$ cat src/rtl/cic_comp_pkg.sv
// CIC droop-compensation FIR: shared constants, coefficient table,
// FSM state type and output saturation helper.
package cic_comp_pkg;

    localparam int DATA_W     = 8;
    localparam int COEF_W     = 10;
    localparam int COEF_FRAC_W = 9;
    localparam int TAPS       = 15;
    localparam int NUM_UNIQUE = 8;
    localparam int ACC_W      = 22;

    // Half of the symmetric impulse response: h0..h7, mirrored as h6..h0.
    localparam logic signed [COEF_W-1:0] CIC_COMP_COEFS [0:NUM_UNIQUE-1] = '{
        -10'sd2, 10'sd3, 10'sd6, -10'sd10,
        -10'sd14, 10'sd34, 10'sd96, 10'sd286
    };

    typedef enum logic [1:0] {
        IDLE,
        MAC,
        ROUND
    } state_e;

    localparam logic signed [ACC_W-1:0] SAT_HI = ACC_W'((2**(DATA_W-1)) - 1);
    localparam logic signed [ACC_W-1:0] SAT_LO = ACC_W'(-(2**(DATA_W-1)));

    function automatic logic signed [DATA_W-1:0] sat_data(
        input logic signed [ACC_W-1:0] v
    );
        if (v > SAT_HI) begin
            return SAT_HI[DATA_W-1:0];
        end else if (v < SAT_LO) begin
            return SAT_LO[DATA_W-1:0];
        end
        return v[DATA_W-1:0];
    endfunction

endpackage

$ cat src/rtl/cic_comp_fir_mac.sv
// Multiply-accumulate unit: registered product, then accumulate.
// Ports: en (operands valid), clr (zero acc), a/b operands, sum (acc incl. last product).
module cic_comp_fir_mac #(
    parameter int A_W       = 9,
    parameter int B_W       = 10,
    parameter int ACC_WIDTH = 22
) (
    input  logic                        clk,
    input  logic                        reset,
    input  logic                        en,
    input  logic                        clr,
    input  logic signed [A_W-1:0]       a,
    input  logic signed [B_W-1:0]       b,
    output logic signed [ACC_WIDTH-1:0] sum
);

    localparam int P_W = A_W + B_W;

    logic signed [P_W-1:0]       prod_d, prod_q;
    logic                        vld_d, vld_q;
    logic signed [ACC_WIDTH-1:0] acc_d, acc_q, addend;

    always_comb begin
        prod_d = en ? a * b : prod_q;
        vld_d  = en;
        addend = vld_q ? ACC_WIDTH'(prod_q) : '0;
        acc_d  = clr ? '0 : acc_q + addend;
        // Folds in the product still sitting in the pipeline register,
        // so the total is ready one cycle after the last operand.
        sum    = acc_q + addend;
    end

    always_ff @(posedge clk) begin
        if (reset) begin
            prod_q <= '0;
            vld_q  <= 1'b0;
            acc_q  <= '0;
        end else begin
            prod_q <= prod_d;
            vld_q  <= vld_d;
            acc_q  <= acc_d;
        end
    end

endmodule

$ cat src/rtl/cic_comp_fir.sv
// 15-tap symmetric CIC compensation FIR with decimation by DEC.
// Ports: in/in_valid sample strobe, out/out_valid result strobe, busy, sticky overrun.
module cic_comp_fir
    import cic_comp_pkg::*;
#(
    parameter int DATA_WIDTH = DATA_W,
    parameter int COEF_WIDTH = COEF_W,
    parameter int COEF_FRAC  = COEF_FRAC_W,
    parameter int NUM_TAPS   = TAPS,
    parameter int DEC        = 2,
    parameter int ACC_WIDTH  = ACC_W
) (
    input  logic                         clk,
    input  logic                         reset,
    input  logic                         in_valid,
    input  logic signed [DATA_WIDTH-1:0] in,
    output logic                         out_valid,
    output logic signed [DATA_WIDTH-1:0] out,
    output logic                         busy,
    output logic                         overrun
);

    localparam int PH_W  = (DEC > 1) ? $clog2(DEC) : 1;
    localparam int DW1   = DATA_WIDTH + 1;
    localparam int MID   = NUM_TAPS / 2;
    localparam int K_W   = $clog2(MID + 1);
    localparam int IDX_W = $clog2(NUM_TAPS);

    state_e state_q, state_d;
    logic [K_W-1:0]  k_q, k_d;
    logic [PH_W-1:0] phase_q, phase_d;
    logic signed [DATA_WIDTH-1:0] d_q [NUM_TAPS];
    logic signed [DATA_WIDTH-1:0] d_d [NUM_TAPS];
    logic signed [DATA_WIDTH-1:0] out_q, out_d;
    logic out_valid_q, out_valid_d;
    logic overrun_q, overrun_d;

    logic accept, last_phase, start, mac_en;
    logic [IDX_W-1:0] k_lo, k_hi;
    logic signed [DW1-1:0]        pre;
    logic signed [COEF_WIDTH-1:0] coef;
    logic signed [ACC_WIDTH-1:0]  sum, rnd, shifted;

    assign accept     = in_valid && (state_q == IDLE);
    assign last_phase = (phase_q == PH_W'(DEC - 1));
    assign start      = accept && last_phase;

    // Next-state logic
    always_comb begin
        state_d = state_q;
        k_d     = k_q;
        unique case (state_q)
            IDLE: begin
                if (start) begin
                    state_d = MAC;
                    k_d     = '0;
                end
            end
            MAC: begin
                if (k_q == K_W'(MID)) begin
                    state_d = ROUND;
                    k_d     = '0;
                end else begin
                    k_d = k_q + 1'b1;
                end
            end
            ROUND:   state_d = IDLE;
            default: state_d = IDLE;
        endcase
    end

    // Delay line, phase and overrun bookkeeping
    always_comb begin
        phase_d   = phase_q;
        d_d       = d_q;
        overrun_d = overrun_q;
        if (accept) begin
            phase_d = last_phase ? '0 : phase_q + 1'b1;
            d_d[0]  = in;
            for (int k = 1; k < NUM_TAPS; k++) begin
                d_d[k] = d_q[k-1];
            end
        end
        if (in_valid && (state_q != IDLE)) begin
            overrun_d = 1'b1;
        end
    end

    // Folded operand: pair of mirrored taps, or the lone centre tap
    always_comb begin
        k_lo = IDX_W'(k_q);
        k_hi = IDX_W'(NUM_TAPS - 1) - k_lo;
        if (k_q == K_W'(MID)) begin
            pre = DW1'(d_q[k_lo]);
        end else begin
            pre = DW1'(d_q[k_lo]) + DW1'(d_q[k_hi]);
        end
        coef = CIC_COMP_COEFS[k_q];
    end

    // Output logic: round half toward +inf, then clip
    always_comb begin
        busy        = (state_q != IDLE);
        mac_en      = (state_q == MAC);
        rnd         = sum + ACC_WIDTH'(2**(COEF_FRAC - 1));
        shifted     = rnd >>> COEF_FRAC;
        out_d       = out_q;
        out_valid_d = 1'b0;
        if (state_q == ROUND) begin
            out_d       = sat_data(shifted);
            out_valid_d = 1'b1;
        end
    end

    cic_comp_fir_mac #(
        .A_W       (DW1),
        .B_W       (COEF_WIDTH),
        .ACC_WIDTH (ACC_WIDTH)
    ) u_mac (
        .clk   (clk),
        .reset (reset),
        .en    (mac_en),
        .clr   (start),
        .a     (pre),
        .b     (coef),
        .sum   (sum)
    );

    always_ff @(posedge clk) begin
        if (reset) begin
            state_q     <= IDLE;
            k_q         <= '0;
            phase_q     <= '0;
            out_q       <= '0;
            out_valid_q <= 1'b0;
            overrun_q   <= 1'b0;
            for (int k = 0; k < NUM_TAPS; k++) begin
                d_q[k] <= '0;
            end
        end else begin
            state_q     <= state_d;
            k_q         <= k_d;
            phase_q     <= phase_d;
            out_q       <= out_d;
            out_valid_q <= out_valid_d;
            overrun_q   <= overrun_d;
            d_q         <= d_d;
        end
    end

    assign out       = out_q;
    assign out_valid = out_valid_q;
    assign overrun   = overrun_q;

endmodule

$ cat config.mk
export PLATFORM = sky130hd
export DESIGN_NAME = cic_comp_fir
export DESIGN_NICKNAME = d
export VERILOG_FILES = /design/src/rtl/cic_comp_pkg.sv /design/src/rtl/cic_comp_fir_mac.sv /design/src/rtl/cic_comp_fir.sv
export SDC_FILE = /design/constraint.sdc
export NUM_CORES = 1
export LEC_CHECK = 0
export CORE_MARGIN = 2
export CORE_UTILIZATION = 40
export DETAILED_ROUTE_END_ITERATION = 16
export GPL_ROUTABILITY_DRIVEN = 0
export HOLD_SLACK_MARGIN = 0.03
export PLACE_DENSITY = 0.58
export SYNTH_ARGS = -nofsm -noshare
export SYNTH_HDL_FRONTEND = slang
export SYNTH_SLANG_ARGS = --single-unit
$ cat constraint.sdc
create_clock -name clk -period 26 [get_ports clk]
set_input_delay 2.6 -clock clk [delete_from_list [all_inputs] [get_ports clk]]
set_output_delay 2.6 -clock clk [all_outputs]
set_load 0.005 [all_outputs]
Yosys cells after proc, flatten, opt, wreduce, memory -nomap -nowiden:

Memory sizes are Yosys's and may differ from the RTL's.
Index checks and enable logic that the tools add are counted.

* register bits: 178
* bits in read-only memories: 80
* memories: 1

Memories
* (name not given): depth 8, bits a word 10, read ports 1, clocked after memory_dff 0, write ports 0, line cic_comp_fir.sv:98 `coef = CIC_COMP_COEFS[k_q];`

* add/subtract/negate cells: 7
* multipliers: 1
* magnitude comparators: 5
* equal/unequal tests: 5
* muxes and demuxes: 24
* bitwise logic cells: 3
* reduce and logical (&&, ||, !) cells: 9

Operator list (number)
* $bmux W8 S4: 2
* $mux W8: 7
* $add A22 B22 Y22: 2
* $add A22 B10 Y22 const B: 1
* $mux W22: 1
* $mux W10: 2
* $mul A9 B10 Y19: 1
* $gt A13 B8 Y1 const B: 1
* $lt A13 B8 Y1 const B: 1
* $ge A5 B5 Y1 const B: 2
* $add A8 B8 Y9: 1
* $mux W9: 1
* $mux W3: 2
* $pmux W3 S2: 1
* $mux W1: 5
* $not A3 Y5: 1
* $not A4 Y5: 1
* $ge A4 B4 Y1 const B: 1
* $mux W2: 2
* $not A3 Y4: 1
* $pmux W2 S2: 1
* $reduce_and A2 Y1: 2
* $reduce_bool A2 Y1: 2
* $sub A4 B3 Y4 const A: 1
* 10 further kinds: 12

Longest topological paths before layout:

* depth after elaboration: 8
* gate-level depth with buffers: 40

Cells and area by module:

From an unflattened synthesis, not the netlist that was laid out.

* cell total of the unflattened synthesis: 1476
* area, all modules: 12762.2 um2

Modules (own cells, without submodules)
* cic_comp_fir: instances 1, cells an instance 833, area each 6979.2 um2, seq. area each 2722.6 um2
* cic_comp_fir_mac: instances 1, cells an instance 643, area each 5783.0 um2, seq. area each 840.8 um2

Least setup slack after synthesis:

Ideal clock, no wire load.

* kind: register to register
* from: reg k_q[0]
* to: reg u_mac.prod_q[17]
* setup time: 0.122 ns
* arrival: 9.114 ns
* setup slack: 16.764 ns
* cell stages (with the launch flop): 38
* buffers on the path: 6
* clock period less this slack: 9.236 ns
* path through: dfxtp_1 -> buf_2 -> buf_2 -> clkbuf_1 -> inv_1 -> ha_1 -> buf_2 -> clkbuf_1 -> clkbuf_1 -> nand3_1 -> o21ai_0 -> mux2i_1 -> a21oi_1 -> ha_1 -> a21o_1 -> a21oi_1 -> o21bai_1 -> a21oi_1 -> (+2 left out) -> nor3b_2 -> or2_2 -> fa_1 -> fa_1 -> inv_1 -> fa_1 -> fa_1 -> inv_1 -> fa_1 -> inv_1 -> ha_1 -> a21oi_1 -> o21bai_1 -> a31oi_1 -> o21ai_0 -> o41ai_1 -> nor4_1 -> a311o_1

* cells in the longest elaborated chain, start to end: 8
* elaborated cells between the ends (all ways): 17
* those cells by class: add/sub (2); mul (1); eq/ne (1); mux (9); bitwise (3); memory (1)

RTL lines
* start: declaration: line cic_comp_fir.sv:30 `logic [K_W-1:0] k_q, k_d;`
* start signal: assignment: line cic_comp_fir.sv:142 `k_q <= k_d;`
* $sub A4 B3 Y4: line cic_comp_fir.sv:92 `k_hi = IDX_W'(NUM_TAPS - 1) - k_lo;`
* $not A4 Y5 (implied by the code): line cic_comp_fir.sv:96 `pre = DW1'(d_q[k_lo]) + DW1'(d_q[k_hi]);`
* $bmux W8 S4: line cic_comp_fir.sv:96
* $mux W8 (implied by the code) (2 in series): line cic_comp_fir.sv:96
* $add A8 B8 Y9: line cic_comp_fir.sv:96
* $mux W9: line cic_comp_fir.sv:93 `if (k_q == K_W'(MID)) begin`
* $mul A9 B10 Y19 *: line cic_comp_fir_mac.sv:24 `prod_d = en ? a * b : prod_q;`
* end signal: assignment: line cic_comp_fir_mac.sv:39 `prod_q <= prod_d;`
* end: declaration: line cic_comp_fir_mac.sv:19 `logic signed [P_W-1:0] prod_d, prod_q;`

Mark *: on every way between the ends. The rest lies on a longest branch, timed or not. The select of a mux whose other input is x is not followed.
A chain may end at the register's enable or synchronous reset.

Worst setup path after layout:

* from: reg k_q[1]
* to: reg u_mac.prod_q[17]

The elaborated chain is that of the path after synthesis.

==> results.ini <==
[critical_path]
r2r-end = u_mac.prod_q[17]
crit_type = reg2reg
cpMaxStageDelayCell = dfxtp_1
cp_num_buf_inv = 5
cpMostUsedCell = fa_1
endpoint = u_mac.prod_q[17]
regToRegSetupSlack_ns = 16.14
timing.critical_path.from = k_q[1]
required_ns = 26.34
worst_setup_path_start_kind = register
cp_max_fo = 27
worstReg2RegStart = k_q[1]
r2r_cells = 34
cp-end-kind = register
crit_cells = 34
cp_top_family = adder cells
worstPathArrival_ns = 10.20
max_stage_delay_ns = 1.02

[layout]
n_fill_cell = 3281
syn2layout_area_growth_pct = 8.74
finalInstanceArea_sq_mm = 0.0144
drive_gt1_share_pct = 8.29
layoutNonFillerInstCount = 1950
antenna_cells = 0
finalNetCount = 1700

[power]
switchingPower_mw = 0.326
internal_power_mw = 0.549
vdd_drop_max_v = 0.0000496
swShare_pct = 37.2
power_leakage_nw = 5.94
p_clk_share_pct = 30.1
comb_power_share_pct = 37.3
seq_power_share_pct = 32.5
power_density_mw_per_mm2 = 60.9

[yosys]
synthFlopType = dfxtp_1
synth_nets = 1725
synth.distinct_cells = 67
synth_edf_count = 0
yosysTopAreaCell = dfxtp_1
avgSynthCellArea_sq_um = 8.69
async_flop_share_pct = 0
yosysTopAreaCellShare_pct = 27.0
syn-instance-count = 1520
synth_seq_cells = 178
syn-cell-area_sq_mm = 0.0132
yosys-top-cells-area = dfxtp_1 (27%), fa_1 (15%), ha_1 (9.1%)
yosysWarningCount = 0
ys_seq_area_share_pct = 27.0

[grt]
grtUsageTotal_pct = 17.5
antenna_found_initial = 0
grt_pass1_vias = 9749
gr-total-overflow = 0
grt_max_degree = 98
grt_pass1_wl_um = 48400

[clock_tree]
cts_tree = built
cts_root_buffer = clkbuf_16
clk_latency_ns = 0.45
htree_num_levels = 4
cts_setup_buffers = 0
post_cts_resized = 0
numCtsBuffers = 17
clkSinkCount = 178
cts_hold_buf = 0
cts.path.max_buffers = 2
clkTransAtPathRegs_ns = 0.08

[timing]
hold_viol = 0
relSlewSlack_pct = 22.3
setup_viol = 0
fin_skew_ns = 0.0138
setup_tns_ns = 0
fin_ws_ns = 16.14
tightestPinTransition_ns = 1.16
min_period_over_period_pct = 37.9
slew_viol_final = 0
period_minus_slack_ns = 9.86
rsz0062_at_grt = false
max_freq_mhz = 101

[place]
post_dp_cell_area_sq_mm = 0.0138
place_inst = 1918
dp_slack_ns = 16.10
dpl.hpwl_um = 20600
portBuffers = 21

[route]
routed_wirelength_um = 29000
routed_via_density = 5.13
drtIter0Drc = 588
vias = 10000
first_pass_iters = 5
drc_errors = 0
wire_per_inst_um = 14.8
ant_nets = 0

[floorplan]
initial_core_util_pct = 40.6
core_area_sq_mm = 0.0325
pin_count = 22
dieArea_sq_mm = 0.0345
die_h_um = 186
die_w_um = 186
rows = 66

[min_path]
hp-class = reg2reg
hold_depth = 2

[flow_run]
maxCapViolations = 0

[status]
status = finished, final reports clean

==> cells in the final DEF, fill, tap and decap left out, drive strengths merged, types with 3 or more instances in the layout <==
| cell type | synthesis | routed |
|---|---|---|
| nor3b | 3 | 3 |
| o21ai | 43 | 43 |
| a31o | 3 | 3 |
| and2 | 30 | 30 |
| mux4 | 39 | 39 |
| o21bai | 8 | 8 |
| ha | 96 | 96 |
| a31oi | 14 | 14 |
| buf | 13 | 11 |
| o32ai | 7 | 7 |
| dfxtp | 178 | 178 |
| nor2b | 8 | 8 |
| mux2i | 26 | 26 |
| o211ai | 3 | 3 |
| clkdlybuf4s50 | 0 | 20 |
| a21oi | 181 | 181 |
| nor4 | 4 | 4 |
| or2 | 22 | 22 |
| nand2b | 24 | 24 |
| clkbuf | 62 | 19 |
| a211oi | 9 | 9 |
| nand3 | 18 | 18 |
| a21o | 10 | 10 |
| nand4 | 3 | 3 |
| fa | 98 | 98 |
| xor2 | 15 | 15 |
| nand2 | 308 | 308 |
| xnor2 | 40 | 40 |
| nor3 | 16 | 16 |
| nor2 | 84 | 84 |
| o211a | 3 | 3 |
| clkinv | 2 | 9 |
| o31ai | 3 | 3 |
| inv | 121 | 126 |
==> synth_stat cells, types with 9 or more instances <==
master and n:
a211oi_1 9, a21o_1 10, a21oi_1 181, a31oi_1 13, and2_1 29, clkbuf_1 62
dfxtp_1 178, fa_1 98, ha_1 96, inv_1 121, mux2i_1 26, mux4_2 39
nand2_1 308, nand2b_1 24, nand3_1 18, nor2_1 83, nor3_1 16, o21ai_0 35
or2_2 21, xnor2_1 40, xor2_1 14
==> cell type report <==
type	count	area, sq um	area share (%)
clock buffers	19	453	3.15
clock inverters	13	145	1.01
inverters	123	462	3.21
multi-input cells	1144	8910	62.0
flip-flops and latches	178	3560	24.8
well taps	442	553	3.85
repair buffers	31	283	1.97
==> metrics by stage <==
step / total power [mW] / hold WS, ns / utilization [%]
final: 0.875 / 0.447 / 44.2
after global routing: 0.947 / 0.471 / 44.2
after CTS: 0.887 / 0.451 / 44.2
after detailed placement: 0.617 / 0.441 / 42.3
after global placement: 0.616 / 0.434 / 42.3
after floorplan: 0.553 / 0.427 / -
==> power by group through the flow <==
stage                     Clock (mW)  Sequential, mW  Combinational (mW)
after global routing           0.280           0.286               0.381
final                          0.264           0.285               0.327
after floorplan                    0           0.289               0.264
after detailed placement           0           0.291               0.326
after global placement             0           0.291               0.325
after CTS                      0.270           0.285               0.332
==> flip-flops by register name, summed over array words and instances, names as in the netlist <==
signal        cells
d_q             120
u_mac.acc_q      22
u_mac.prod_q     19
out               8
k_q               3
state_q           2
last_phase        1
out_valid         1
overrun           1
u_mac.vld_q       1
==> how the worst min path moves through the flow <==
stage / start / to / slack, ns
finish: u_mac.prod_q[9] / u_mac.prod_q[9] / 0.45
global route: u_mac.prod_q[5] / u_mac.prod_q[5] / 0.47
CTS: u_mac.prod_q[9] / u_mac.prod_q[9] / 0.45
detailed placement: u_mac.prod_q[13] / u_mac.prod_q[13] / 0.44
global placement: u_mac.prod_q[14] / u_mac.prod_q[14] / 0.43
floorplan: u_mac.prod_q[10] / u_mac.prod_q[10] / 0.43
==> cell families after synthesis <==
kind of cell	count (synthesis)	synth area share [%]
AOI/OAI and AO/OA	301	13.2
xor gates and xnor gates	55	3.70
adders and majority gates	194	23.9
buffers and inverters	198	5.69
DFF	178	27.0
muxes	67	8.79
and+or+nand+nor	527	17.7
==> per-layer routing <==
layer / up-vias / track usage [%] / wire [um]
met3: 22 / 2.62 / 664
met5: - / 0 / 0
met1: 4836 / 23.2 / 13600
met4: 0 / 4.44 / 408
li1: 5015 / - / -
met2: 132 / 29.9 / 14200
==> worst min-delay path, stage by stage, from the launching register on <==
cell and delay [ns]:
dfxtp_1 0.31, nand2_1 0.05, a21oi_1 0.05
Note: power is estimated with default switching activity, not from simulation.
